`config.mk`:
```
export PLATFORM = sky130hd
export DESIGN_NAME = elbeth_pc_unit
export DESIGN_NICKNAME = d
export VERILOG_FILES = /design/src/rtl/elbeth_pc_pkg.sv /design/src/rtl/elbeth_pc_incr.sv /design/src/rtl/elbeth_pc_unit.sv
export SDC_FILE = /design/constraint.sdc
export NUM_CORES = 1
export LEC_CHECK = 0
export CAP_MARGIN = 30
export CORE_MARGIN = 2
export CORE_UTILIZATION = 41
export CTS_CLUSTER_DIAMETER = 30
export DETAILED_ROUTE_END_ITERATION = 6
export PLACE_DENSITY = 0.82
export SLEW_MARGIN = 20
export SYNTH_ARGS = -nofsm -noshare
export SYNTH_HDL_FRONTEND = slang
export SYNTH_SLANG_ARGS = --single-unit
```
`constraint.sdc`:
```
create_clock -name clk -period 2.2 [get_ports clk]
set_input_delay 0.44 -clock clk [delete_from_list [all_inputs] [get_ports clk]]
set_output_delay 0.44 -clock clk [all_outputs]
set_load 0.05 [all_outputs]
```
`src/rtl/elbeth_pc_pkg.sv`:
```
// Shared types and constants for the elbeth program-counter unit.
package elbeth_pc_pkg;

    typedef enum logic [1:0] {
        ST_BOOT = 2'd0,
        ST_RUN  = 2'd1,
        ST_HALT = 2'd2
    } pc_state_t;

    localparam int STEP16 = 2;
    localparam int STEP32 = 4;

    typedef enum logic [1:0] {
        SEL_SEQ    = 2'd0,
        SEL_BRANCH = 2'd1,
        SEL_ERET   = 2'd2,
        SEL_EXC    = 2'd3
    } redir_sel_t;

endpackage

```
`src/rtl/elbeth_pc_incr.sv`:
```
// Sequential-PC incrementer: adds 2 for compressed instructions when C_EXT is set, else 4.
module elbeth_pc_incr
    import elbeth_pc_pkg::*;
#(
    parameter int XLEN  = 32,
    parameter bit C_EXT = 1'b0
) (
    input  logic [XLEN-1:0] pc,
    input  logic            compressed,
    output logic [XLEN-1:0] sum
);

    logic [XLEN-1:0] step;

    assign step = (C_EXT && compressed) ? XLEN'(STEP16) : XLEN'(STEP32);
    assign sum  = pc + step;

endmodule

```
`src/rtl/elbeth_pc_unit.sv`:
```
// Program-counter unit at the head of fetch: PC register, redirect mux,
// BOOT/RUN/HALT sequencing and fetch handshake.
//
//   state   | meaning
//   --------+-----------------------------------------------
//   ST_BOOT | first cycle after reset, no fetch request
//   ST_RUN  | fetching; PC advances on acceptance
//   ST_HALT | no fetch request; redirects still load the PC
module elbeth_pc_unit
    import elbeth_pc_pkg::*;
#(
    parameter int          XLEN         = 32,
    parameter logic [31:0] RESET_VECTOR = 32'h0000_0000,
    parameter logic [31:0] EXC_VECTOR   = 32'h0000_0100,
    parameter bit          C_EXT        = 1'b0
) (
    input  logic            clk,
    input  logic            rst,
    input  logic            fetch_ready_i,
    input  logic            stall_i,
    input  logic            compressed_i,
    input  logic            exc_i,
    input  logic            eret_i,
    input  logic [XLEN-1:0] epc_i,
    input  logic            branch_i,
    input  logic [XLEN-1:0] branch_target_i,
    input  logic            halt_i,
    input  logic            resume_i,
    output logic [XLEN-1:0] pc_o,
    output logic [XLEN-1:0] pc_plus_o,
    output logic            pc_valid_o,
    output logic            misalign_o
);

    localparam logic [XLEN-1:0] RST_PC = XLEN'(RESET_VECTOR);
    localparam logic [XLEN-1:0] EXC_PC = XLEN'(EXC_VECTOR);
    // Bit 0 always cleared; bit 1 also cleared unless 16-bit instructions exist.
    localparam logic [XLEN-1:0] ALIGN_MASK = {{(XLEN-2){1'b1}}, (C_EXT ? 2'b10 : 2'b00)};

    pc_state_t       state, state_next;
    redir_sel_t      sel;
    logic [XLEN-1:0] pc_q, pc_next, pc_inc, raw_target;
    logic            mis_q, mis_next;
    logic            accept;

    elbeth_pc_incr #(
        .XLEN (XLEN),
        .C_EXT(C_EXT)
    ) u_incr (
        .pc        (pc_q),
        .compressed(compressed_i),
        .sum       (pc_inc)
    );

    assign pc_o       = pc_q;
    assign pc_plus_o  = pc_inc;
    assign pc_valid_o = (state == ST_RUN);
    assign misalign_o = mis_q;
    assign accept     = pc_valid_o & fetch_ready_i & ~stall_i;

    always_comb begin
        sel = SEL_SEQ;
        if (state != ST_BOOT) begin
            if (exc_i)         sel = SEL_EXC;
            else if (eret_i)   sel = SEL_ERET;
            else if (branch_i) sel = SEL_BRANCH;
        end
    end

    always_comb begin
        raw_target = '0;
        case (sel)
            SEL_EXC:    raw_target = EXC_PC;
            SEL_ERET:   raw_target = epc_i;
            SEL_BRANCH: raw_target = branch_target_i;
            default:    raw_target = '0;
        endcase
    end

    always_comb begin
        state_next = state;
        pc_next    = pc_q;
        mis_next   = 1'b0;
        if (sel != SEL_SEQ) begin
            pc_next  = raw_target & ALIGN_MASK;
            mis_next = |(raw_target & ~ALIGN_MASK);
            if (sel == SEL_EXC) state_next = ST_RUN;
        end else begin
            case (state)
                ST_BOOT: state_next = ST_RUN;
                ST_RUN: begin
                    if (halt_i)      state_next = ST_HALT;
                    else if (accept) pc_next    = pc_inc;
                end
                ST_HALT: begin
                    if (resume_i) state_next = ST_RUN;
                end
                default: state_next = ST_BOOT;
            endcase
        end
    end

    always_ff @(posedge clk or posedge rst) begin
        if (rst) begin
            state <= ST_BOOT;
            pc_q  <= RST_PC;
            mis_q <= 1'b0;
        end else begin
            state <= state_next;
            pc_q  <= pc_next;
            mis_q <= mis_next;
        end
    end

endmodule

```
-- Word-level counts from Yosys, hierarchy flattened
Cells that the tools add are included.
- equal/unequal tests: 9
- reduce and logical (&&, ||, !) cells: 8
- $add $sub $neg: 1
- multiplexer cells: 15
- bitwise gates (word level): 3
- operator list (operator ; number):
    $mux W32 ; 4
    $pmux W32 S3 ; 1
    $add A32 B3 Y32 const B ; 1
    $mux W2 ; 7
    $reduce_bool A2 Y1 ; 4
    $eq A2 B2 Y1 const B ; 3
    $pmux W2 S3 ; 1
    $reduce_and A3 Y1 ; 2
    $eq A2 B1 Y1 const B ; 2
    $ne A2 B1 Y1 const B ; 2
    $ne A3 B2 Y1 const B ; 1
    $ne A3 B3 Y1 const B ; 1
    $and A1 B1 Y1 ; 2
    $logic_not A2 Y1 ; 1
    $mux W1 ; 2
    $reduce_or A2 Y1 ; 1
    $not A1 Y1 ; 1
- register bits: 35
- input bits: 74
- output and inout bits: 66
- word-level logic and storage cells: 39

-- Longest topological paths before layout
Gate-level depths: netlist of run 1.
- word-level depth: 8
- depth in mapped cells: 9
- mapped depth without buffers: 8

-- By module
A second synthesis of run 1 with hierarchy kept.
- cell total of the unflattened synthesis: 297
- area total of the unflattened synthesis: 2565.0 um2
- modules (own cells, without submodules) (module ; seq. area each (um2) ; cells an instance ; area each (um2) ; times used):
    elbeth_pc_unit ; 875.8 ; 214 ; 1984.4 ; 1
    elbeth_pc_incr ; 0.0 ; 83 ; 580.6 ; 1

-- Least setup slack after synthesis of run 1
Ideal clock, no wire load.
- kind: flip-flop to output port
- start: register pc_q[2], in the netlist pc_o[2]
- end: output port pc_plus_o[18]
- data required time: 1.760 ns
- cell stages (with the launch flop): 7
- path buffers: 1
- setup slack: -0.889 ns
- data arrival time: 2.649 ns
- path through: dfrtp_1 ha_1 nand3_1 nor4_4 buf_6 nand3_1 xnor2_1
- longest elaborated chain between the ends: 1
- ends and longest elaborated chain (element ; RTL line ; RTL):
    start: declaration ; elbeth_pc_unit.sv:42 ; logic [XLEN-1:0] pc_q, pc_next, pc_inc, raw_target;
    start signal: assignment ; elbeth_pc_unit.sv:110 ; pc_q <= pc_next;
    $add A32 B3 Y32 ; elbeth_pc_incr.sv:16 ; assign sum = pc + step;
    end: declaration ; elbeth_pc_unit.sv:30 ; output logic [XLEN-1:0] pc_plus_o,
Every way passes these cells.

-- Final worst setup path of run 1
- start: register pc_q[2], in the netlist pc_o[2]
- end: output port pc_plus_o[31]
Same word-level chain as after synthesis.

==> run metrics, run 1 <==
outcome=finished, violations left; failing checks=negative setup slack; Pint=about 0.0025 W; Worst Hold Class=primary input to async pin; CP required=~1.8 ns; total congestion overflow=0; Num CTS Buffers=5; die height=between 80 and 90 µm; Comb power frac=around two thirds; clk slew on worst S/H paths=roughly 0.070 ns; Yosys reg bits=33; Crit path largest cell delay=about 0.47 ns; wire length of the first global-routing pass=18300 µm; asr flop ratio synth=100%; Yosys warning total=0; hold buffers post-CTS=0; Setup CP Type=flop to output pin; CTS tree=built; most common cell after layout, fill and taps aside=clkdlybuf4s50_1; Post-synth EDFFs=0; final net count=a little under 600; GRT Resource Usage Total=a little under a third; Ports=140; Pleak=2.47 nW; Clock Skew=approximately 0.013 ns; count of cell types in the netlist=45; # setup viols final=24; clock buffer depth=2; worst-skew pair later-pin latency=about 0.30 ns; Cell Count, Final, Fillers Out=between 500 and 600; fin util=between 90 and 100%; initial core utilization=42.7%; CP endpoint kind=output pin; Detail Route Antenna Nets=0; delay-heaviest family, CP=simple AND/OR/NAND/NOR gates; Avg Cell Area, Syn=about 9 µm²; initial antenna violation count=1; Avg WL per Cell=23.8 µm; worst-path maximum fanout=7; DRT Pass-1 Iters=5; Final Hold Viols=0; H-tree depth=2; Post-synth top flop=dfrtp_1; Slew headroom=about 63%; share of cells above drive strength 1=a little over two fifths; Sequential Power Share=20.3%; Vias/cell=around 6.2; Core ar.=around 6400 µm²; pin count of the biggest net entering global routing=34; Slew Viols, Final=0; IO Port Bufs=around 130; NetSw=0.00231 W; Die ar.=around 7300 µm²; PD cells=831 nW/µm²; # rows=29; Slowest-stage cell, CP=dfrtp_4; switching share of power=roughly 48%; max-cap violation count=0; final wirelength=approximately 14000 µm; final setup margin=-0.374 ns; filler instances=around 240; CP startpoint kind=flop; Worst VDD drop=0.621 mV; die width=between 80 and 90 µm; CP dominant cell by count=buf_12; CP Cell Sequence=nand4_4 > nor4_4 > buf_12 > nand4_1 > xnor2_4 > buf_12; sequential area share after synthesis=30.3%; Post-Syn Instances=between 200 and 300; Post-route DRC=0; commonest non-fill, non-tap cells in the layout=clkdlybuf4s50_1, buf_4, buf_12; CTS sink count=33; root buffer cell=clkbuf_8; RD Place Congestion=0.873; Worst EP arrival=between 2 and 2.5 ns; Worst-Margin Slew=about 0.55 ns; Critical path buffers and inverters=2; clock network power share=between 10% and 20%; Final Cycle Share=117%; post-synthesis cell area=roughly 2700 µm²; DP HPWL=about 7300 µm; min Tclk post-route=~2.6 ns; vias in the first global route=between 3000 and 4000; RSZ-0062 raised after global routing=yes; maximum clock rate=around 390 MHz; initial DRC count=about 310; total number of vias=3551; area grow syn2layout=113%; DP Cell Count=around 530; final hold slack=approximately 0.54 ns
==> area by class of cell <==
type,count,area [µm²],share of cell area (%)
Antenna cell,1,2.50,0.0431
Timing Repair Buffer,219,2350,40.4
Inverter,8,30.0,0.517
Sequential cell,33,860,14.8
Clock inverter,1,30.0,0.517
Tap cell,77,96.3,1.66
Clock buffer,7,86.3,1.49
Multi-Input combinational cell,231,2350,40.5
==> worst reg2reg max path, delay by kind of cell (launching register included) <==
kind	cells	cell delay [ns]
and+or+nand+nor	3	0.47
xor gates and xnor gates	1	0.29
adders and majority gates	1	0.14
DFF	1	0.47
AOI/OAI and AO/OA	1	0.14
buffers and inverters	4	0.59
==> logic make-up after synthesis <==
| family | share of synthesized area [%] |
|---|---|
| AND/OR/NAND/NOR | 22.9 |
| AO/OA/AOI/OAI | 17.9 |
| XOR/XNOR | 18.0 |
| buffers and inverters | 8.49 |
| flip-flops | 30.3 |
| adder cells (fa/ha/maj) | 2.30 |
| other | 0.138 |
==> flip-flops by register name, indices dropped and copies added (netlist names) <==
signal	cells
misalign_o	1
pc_o	30
state	2
==> worst paths after layout <==
kind                                from             to  slack (ns)  cells past startpoint
worst min-delay path                 rst       state[0]        0.54                      3
worst max-delay path             pc_o[2]  pc_plus_o[31]       -0.37                      6
max in group asynchronous            rst        pc_o[2]        1.28                      3
worst max register to register   pc_o[2]       pc_o[26]       -0.01                     10
worst min register to register  state[1]       state[1]        0.59                      2
min in group clk                state[1]       state[1]        0.59                      2
==> routing by layer <==
layer	part of all wire, %	up-vias	track usage [%]
met2	51	274	56.0
met4	4.8	0	12.3
met3	8.1	58	5.77
met5	0	-	0
met1	36	1747	39.0
li1	-	1472	-
==> timing repair <==
action	4_1_cts	5_1_grt
gates cloned	0	0
pin swaps	25	10
setup buffers	25	17
endpoints found under the setup margin	23	29
resized for setup	34	28
==> Yosys cell counts, types with 3 or more instances <==
master | n | area share [%]
and3_1 | 4 | 0.92
inv_1 | 8 | 1.1
nand2_1 | 25 | 3.4
clkbuf_1 | 9 | 1.2
nor2_1 | 11 | 1.5
xnor2_1 | 29 | 9.3
nand3_1 | 13 | 2.4
buf_4 | 5 | 1.4
nand4_1 | 15 | 3.4
buf_2 | 3 | 0.55
xor2_1 | 27 | 8.7
a221oi_1 | 29 | 9.3
a21oi_1 | 29 | 5.3
dfrtp_1 | 33 | 30
clkbuf_8 | 5 | 2.5
buf_6 | 3 | 1.2
nor4_4 | 4 | 3.1
o21ai_0 | 5 | 0.92
ha_1 | 5 | 2.3
==> power groups by stage <==
| stage | clock (W) | combinational [W] | sequential (W) |
|---|---|---|---|
| finish | 0.000632 | 0.00321 | 0.000980 |
| global route | 0.000655 | 0.00332 | 0.000989 |
| CTS | 0.000613 | 0.00304 | 0.000959 |
| detailed placement | 0 | 0.00293 | 0.000975 |
| global placement | 0 | 0.00288 | 0.000961 |
| floorplan | 0 | 0.00125 | 0.00145 |
==> metrics by stage <==
stage | setup TNS, ns | power (W) | cell area (µm²) | worst slack, ns
6_report | -5.61 | 0.00482 | 5800 | -0.374
5_1_grt | -7.02 | 0.00496 | 5800 | -0.425
4_1_cts | -2.45 | 0.00462 | 5520 | -0.230
2_1_floorplan | -3.25 | 0.00270 | 3220 | -0.261
3_5_place_dp | -2.07 | 0.00390 | 5090 | -0.140
3_3_place_gp | -0.593 | 0.00385 | 5090 | -0.0938
Power figures use the tool's default switching activity.
==> run 2, diff against run 1 <==
- PLACE_DENSITY: 0.82 -> 0.8
==> run metrics, run 2 (synthesized netlist as in run 1, its figures left out) <==
commonest non-fill, non-tap cells in the layout=clkdlybuf4s50_1, buf_4, buf_12; Clock Skew=0.0125 ns (-0.000783 ns); RSZ-0062 raised after global routing=yes; worst-path maximum fanout=8 (+1); Final Cycle Share=111% (-5.6 points); final setup margin=-0.251 ns (+0.124 ns); Worst EP arrival=2.01 ns (-0.12 ns); clk slew on worst S/H paths=0.08 ns (about the same); Die ar.=7310 µm² (unchanged); Slew Viols, Final=0 (unchanged); CTS sink count=33 (unchanged); Worst-Margin Slew=0.571 ns (+0.0169 ns); Levels on crit path=6 (unchanged); Post-route DRC=0 (unchanged); ant diodes=0 (-1); Pleak=2.39 nW (-3.2%); outcome=finished, violations left; # rows=29 (unchanged); Detail Route Antenna Nets=0 (unchanged); total congestion overflow=0 (unchanged); failing checks=negative setup slack; IO Port Bufs=134 (unchanged); Ports=140 (unchanged); CP startpoint kind=flop; initial core utilization=42.7% (unchanged); Core ar.=6390 µm² (unchanged); clock buffer depth=2 (unchanged); most common cell after layout, fill and taps aside=clkdlybuf4s50_1; # setup viols final=24 (unchanged); final wirelength=13600 µm (-1.2%); GRT Resource Usage Total=30.1% (-1.8 points); Worst VDD drop=0.648 mV (+4.4%); Slowest-stage cell, CP=dfrtp_2; final hold slack=0.540 ns (-0.00450 ns); Final TNS setup=-3.42 ns (+2.19 ns); Worst Hold Class=primary input to async pin; worst reg2reg path depth=8 (-2); Slew headroom=61.8% (-1.1 points); RD Place Congestion=0.859 (-1.6%); total power=0.00464 W (-3.7%); Setup CP Type=flop to output pin; Vias/cell=6.09 (-1.1%); Avg WL per Cell=23.6 µm (-0.66%); min Tclk post-route=2.45 ns (-0.124 ns); Critical path buffers and inverters=2 (unchanged); H-tree depth=2 (unchanged); root buffer cell=clkbuf_8; PD cells=815 nW/µm² (-1.9%); hold buffers post-CTS=0 (unchanged); pin count of the biggest net entering global routing=34 (unchanged); max reg flops=30 (unchanged); share of cells above drive strength 1=43.3% (-0.43 points); DRT Pass-1 Iters=5 (unchanged); Crit path largest cell delay=0.43 ns (-0.04 ns); vias in the first global route=3336 (-4.3%); DP HPWL=7220 µm (-1.8%); maximum clock rate=408 MHz (+5.0%); initial antenna violation count=0 (-1); die height=85.5 µm (unchanged); fin util=89.2% (-1.6 points); total number of vias=3495 (-1.6%); Num CTS Buffers=5 (unchanged); final net count=575 (-0.35%); CP Cell Sequence=nand4_1 > nor4_4 > buf_12 > nand4_1 > xnor2_4 > buf_12; delay-heaviest family, CP=simple AND/OR/NAND/NOR gates; CP required=1.76 ns (about the same); die width=85.5 µm (unchanged); max-cap violation count=0 (unchanged); area grow syn2layout=109%; CTS tree=built; initial DRC count=259 (-18%); wire length of the first global-routing pass=17200 µm (-5.7%); filler instances=256 (+8.0%); Final Hold Viols=0 (unchanged); worst-skew pair later-pin latency=0.30 ns (about the same); CP endpoint kind=output pin
-- run 2: layer usage --
metal  vias to the layer above  global-route usage [%]  routed length, µm
met2                       248                    53.7               7040
met3                        77                    6.16                989
met1                      1701                    34.5               4630
met4                         0                    14.0                907
met5                         -                       0                  0
li1                       1469                       -                  -
-- run 2: worst min-delay path, stage by stage --
cell and delay [ns]:
clkdlybuf4s50_1 0.39, inv_1 0.05, buf_4 0.38
-- run 2: worst paths after layout --
kind                       startpoint             to  slack (ns)
min                               rst       state[0]        0.54
max in group asynchronous         rst        pc_o[2]        1.30
max reg2reg                   pc_o[6]       pc_o[16]        0.06
min reg2reg                  state[1]       state[1]        0.59
min in group clk             state[1]       state[1]        0.59
max                          pc_o[16]  pc_plus_o[25]       -0.25
-- run 2: layout make-up --
type	instances	area, µm²	area share [%]
timing repair buffer	217	2320	40.7
multi-input combinational	231	2310	40.6
sequential	33	860	15.1
tap	77	96.3	1.69
clock buffer	8	80.1	1.41
inverter	8	30.0	0.527
-- run 2: report_power, final --
group          switching [W]  total, W  internal, W
registers           0.000211  0.000966     0.000755
logic                0.00184   0.00322      0.00138
clock network       0.000232  0.000456     0.000225
total                0.00228   0.00464      0.00236
-- run 2: timing repair --
item	4_1_cts	5_1_grt
setup endpoints to repair	23	25
gates cloned	0	0
gates resized for setup	31	20
pin swaps	24	16
buffers inserted	22	14
-- run 2: per-stage QoR --
step,cells,worst slack (ns),cell area [µm²]
after floorplan,298,-0.261,3220
after global placement,531,-0.0707,5100
after detailed placement,531,-0.111,5100
after CTS,561,-0.232,5490
after global routing,574,-0.312,5700
final,574,-0.251,5700
==> run 3, diff against run 2 <==
- PLACE_DENSITY: 0.8 -> 0.82
==> results of run 3 <==
The final DEF is identical to that of run 1; final timing and power are the same.
==> patch: new RTL, config.mk and constraints of run 3 <==
`XLEN` is set to 32 in 2 places; all go to 48.
--- a/src/rtl/elbeth_pc_incr.sv
+++ b/src/rtl/elbeth_pc_incr.sv
@@ -2,7 +2,7 @@
 module elbeth_pc_incr
     import elbeth_pc_pkg::*;
 #(
-    parameter int XLEN  = 32,
+    parameter int XLEN  = 48,
     parameter bit C_EXT = 1'b0
 ) (
     input  logic [XLEN-1:0] pc,
--- a/src/rtl/elbeth_pc_unit.sv
+++ b/src/rtl/elbeth_pc_unit.sv
@@ -9,7 +9,7 @@
 module elbeth_pc_unit
     import elbeth_pc_pkg::*;
 #(
-    parameter int          XLEN         = 32,
+    parameter int          XLEN         = 48,
     parameter logic [31:0] RESET_VECTOR = 32'h0000_0000,
     parameter logic [31:0] EXC_VECTOR   = 32'h0000_0100,
     parameter bit          C_EXT        = 1'b0
Ports: changed (resized branch_target_i, epc_i, pc_o and pc_plus_o); port bits go from 140 to 204. The function was not compared with the original's and may differ.
==> patch against run 3 <==
  * The flow now stops in 5_1_grt
  * Area after synthesis up 41%
==> patch: results <==
[outcome]
run_status = did not finish
stop_stage = 5_1_grt
tool.error = [ERROR DPL-0038] Utilization greater than 100%, impossible to legalize

[synthesis]
synth.area.top_cells = dfrtp_1 (32%), a221oi_1 (10%), xnor2_1 (9.5%)
synthTopCellsByCount = dfrtp_1 (49), a221oi_1 (45), xnor2_1 (42), nand2_1 (41), xor2_1 (37)
yosysSeqAreaShare_pct = 31.82
synthArstFlopShare_pct = 100.0
synth_ff_type = dfrtp_1
synth.distinct_cells = 43
yosysWarnings = 0

[timing]
grt-worst-endpoint = pc_plus_o[47]
worst-ep-kind = output port

[clock_network]
numCtsBuffers = 5
clockBufferDepth = 2
clockRootBuffer = clkbuf_8
cts.htree.levels = 2
cts_sinks = 49

[placed_design]
gp_congestion = 1.015
io_buffers = 198
dp_hpwl_mm = 14.14
pre_cts_ws_ns = -0.2869

[grt]
grt_max_degree = 46
-- patch: repair_timing --
action / in CTS
endpoints found under the setup margin: 47
resized for setup: 96
pin swaps: 41
setup buffers: 27
-- patch: logic make-up after synthesis --
group | count (synthesis) | synth area share (%)
flops | 49 | 31.82
fa+ha+maj | 5 | 1.623
other cells | 1 | 0.09731
xor+xnor | 79 | 17.95
simple gates | 163 | 23.60
buf+inv | 44 | 5.097
compound gates | 110 | 19.81
-- patch: metrics by stage --
| stage | instances | cell area [um^2] | util, % |
|---|---|---|---|
| 2_1_floorplan | 454 | 4731 | - |
| 3_5_place_dp | 847 | 8045 | 87.48 |
| 3_3_place_gp | 847 | 8045 | 87.48 |
| 4_1_cts | 879 | 8805 | 95.74 |
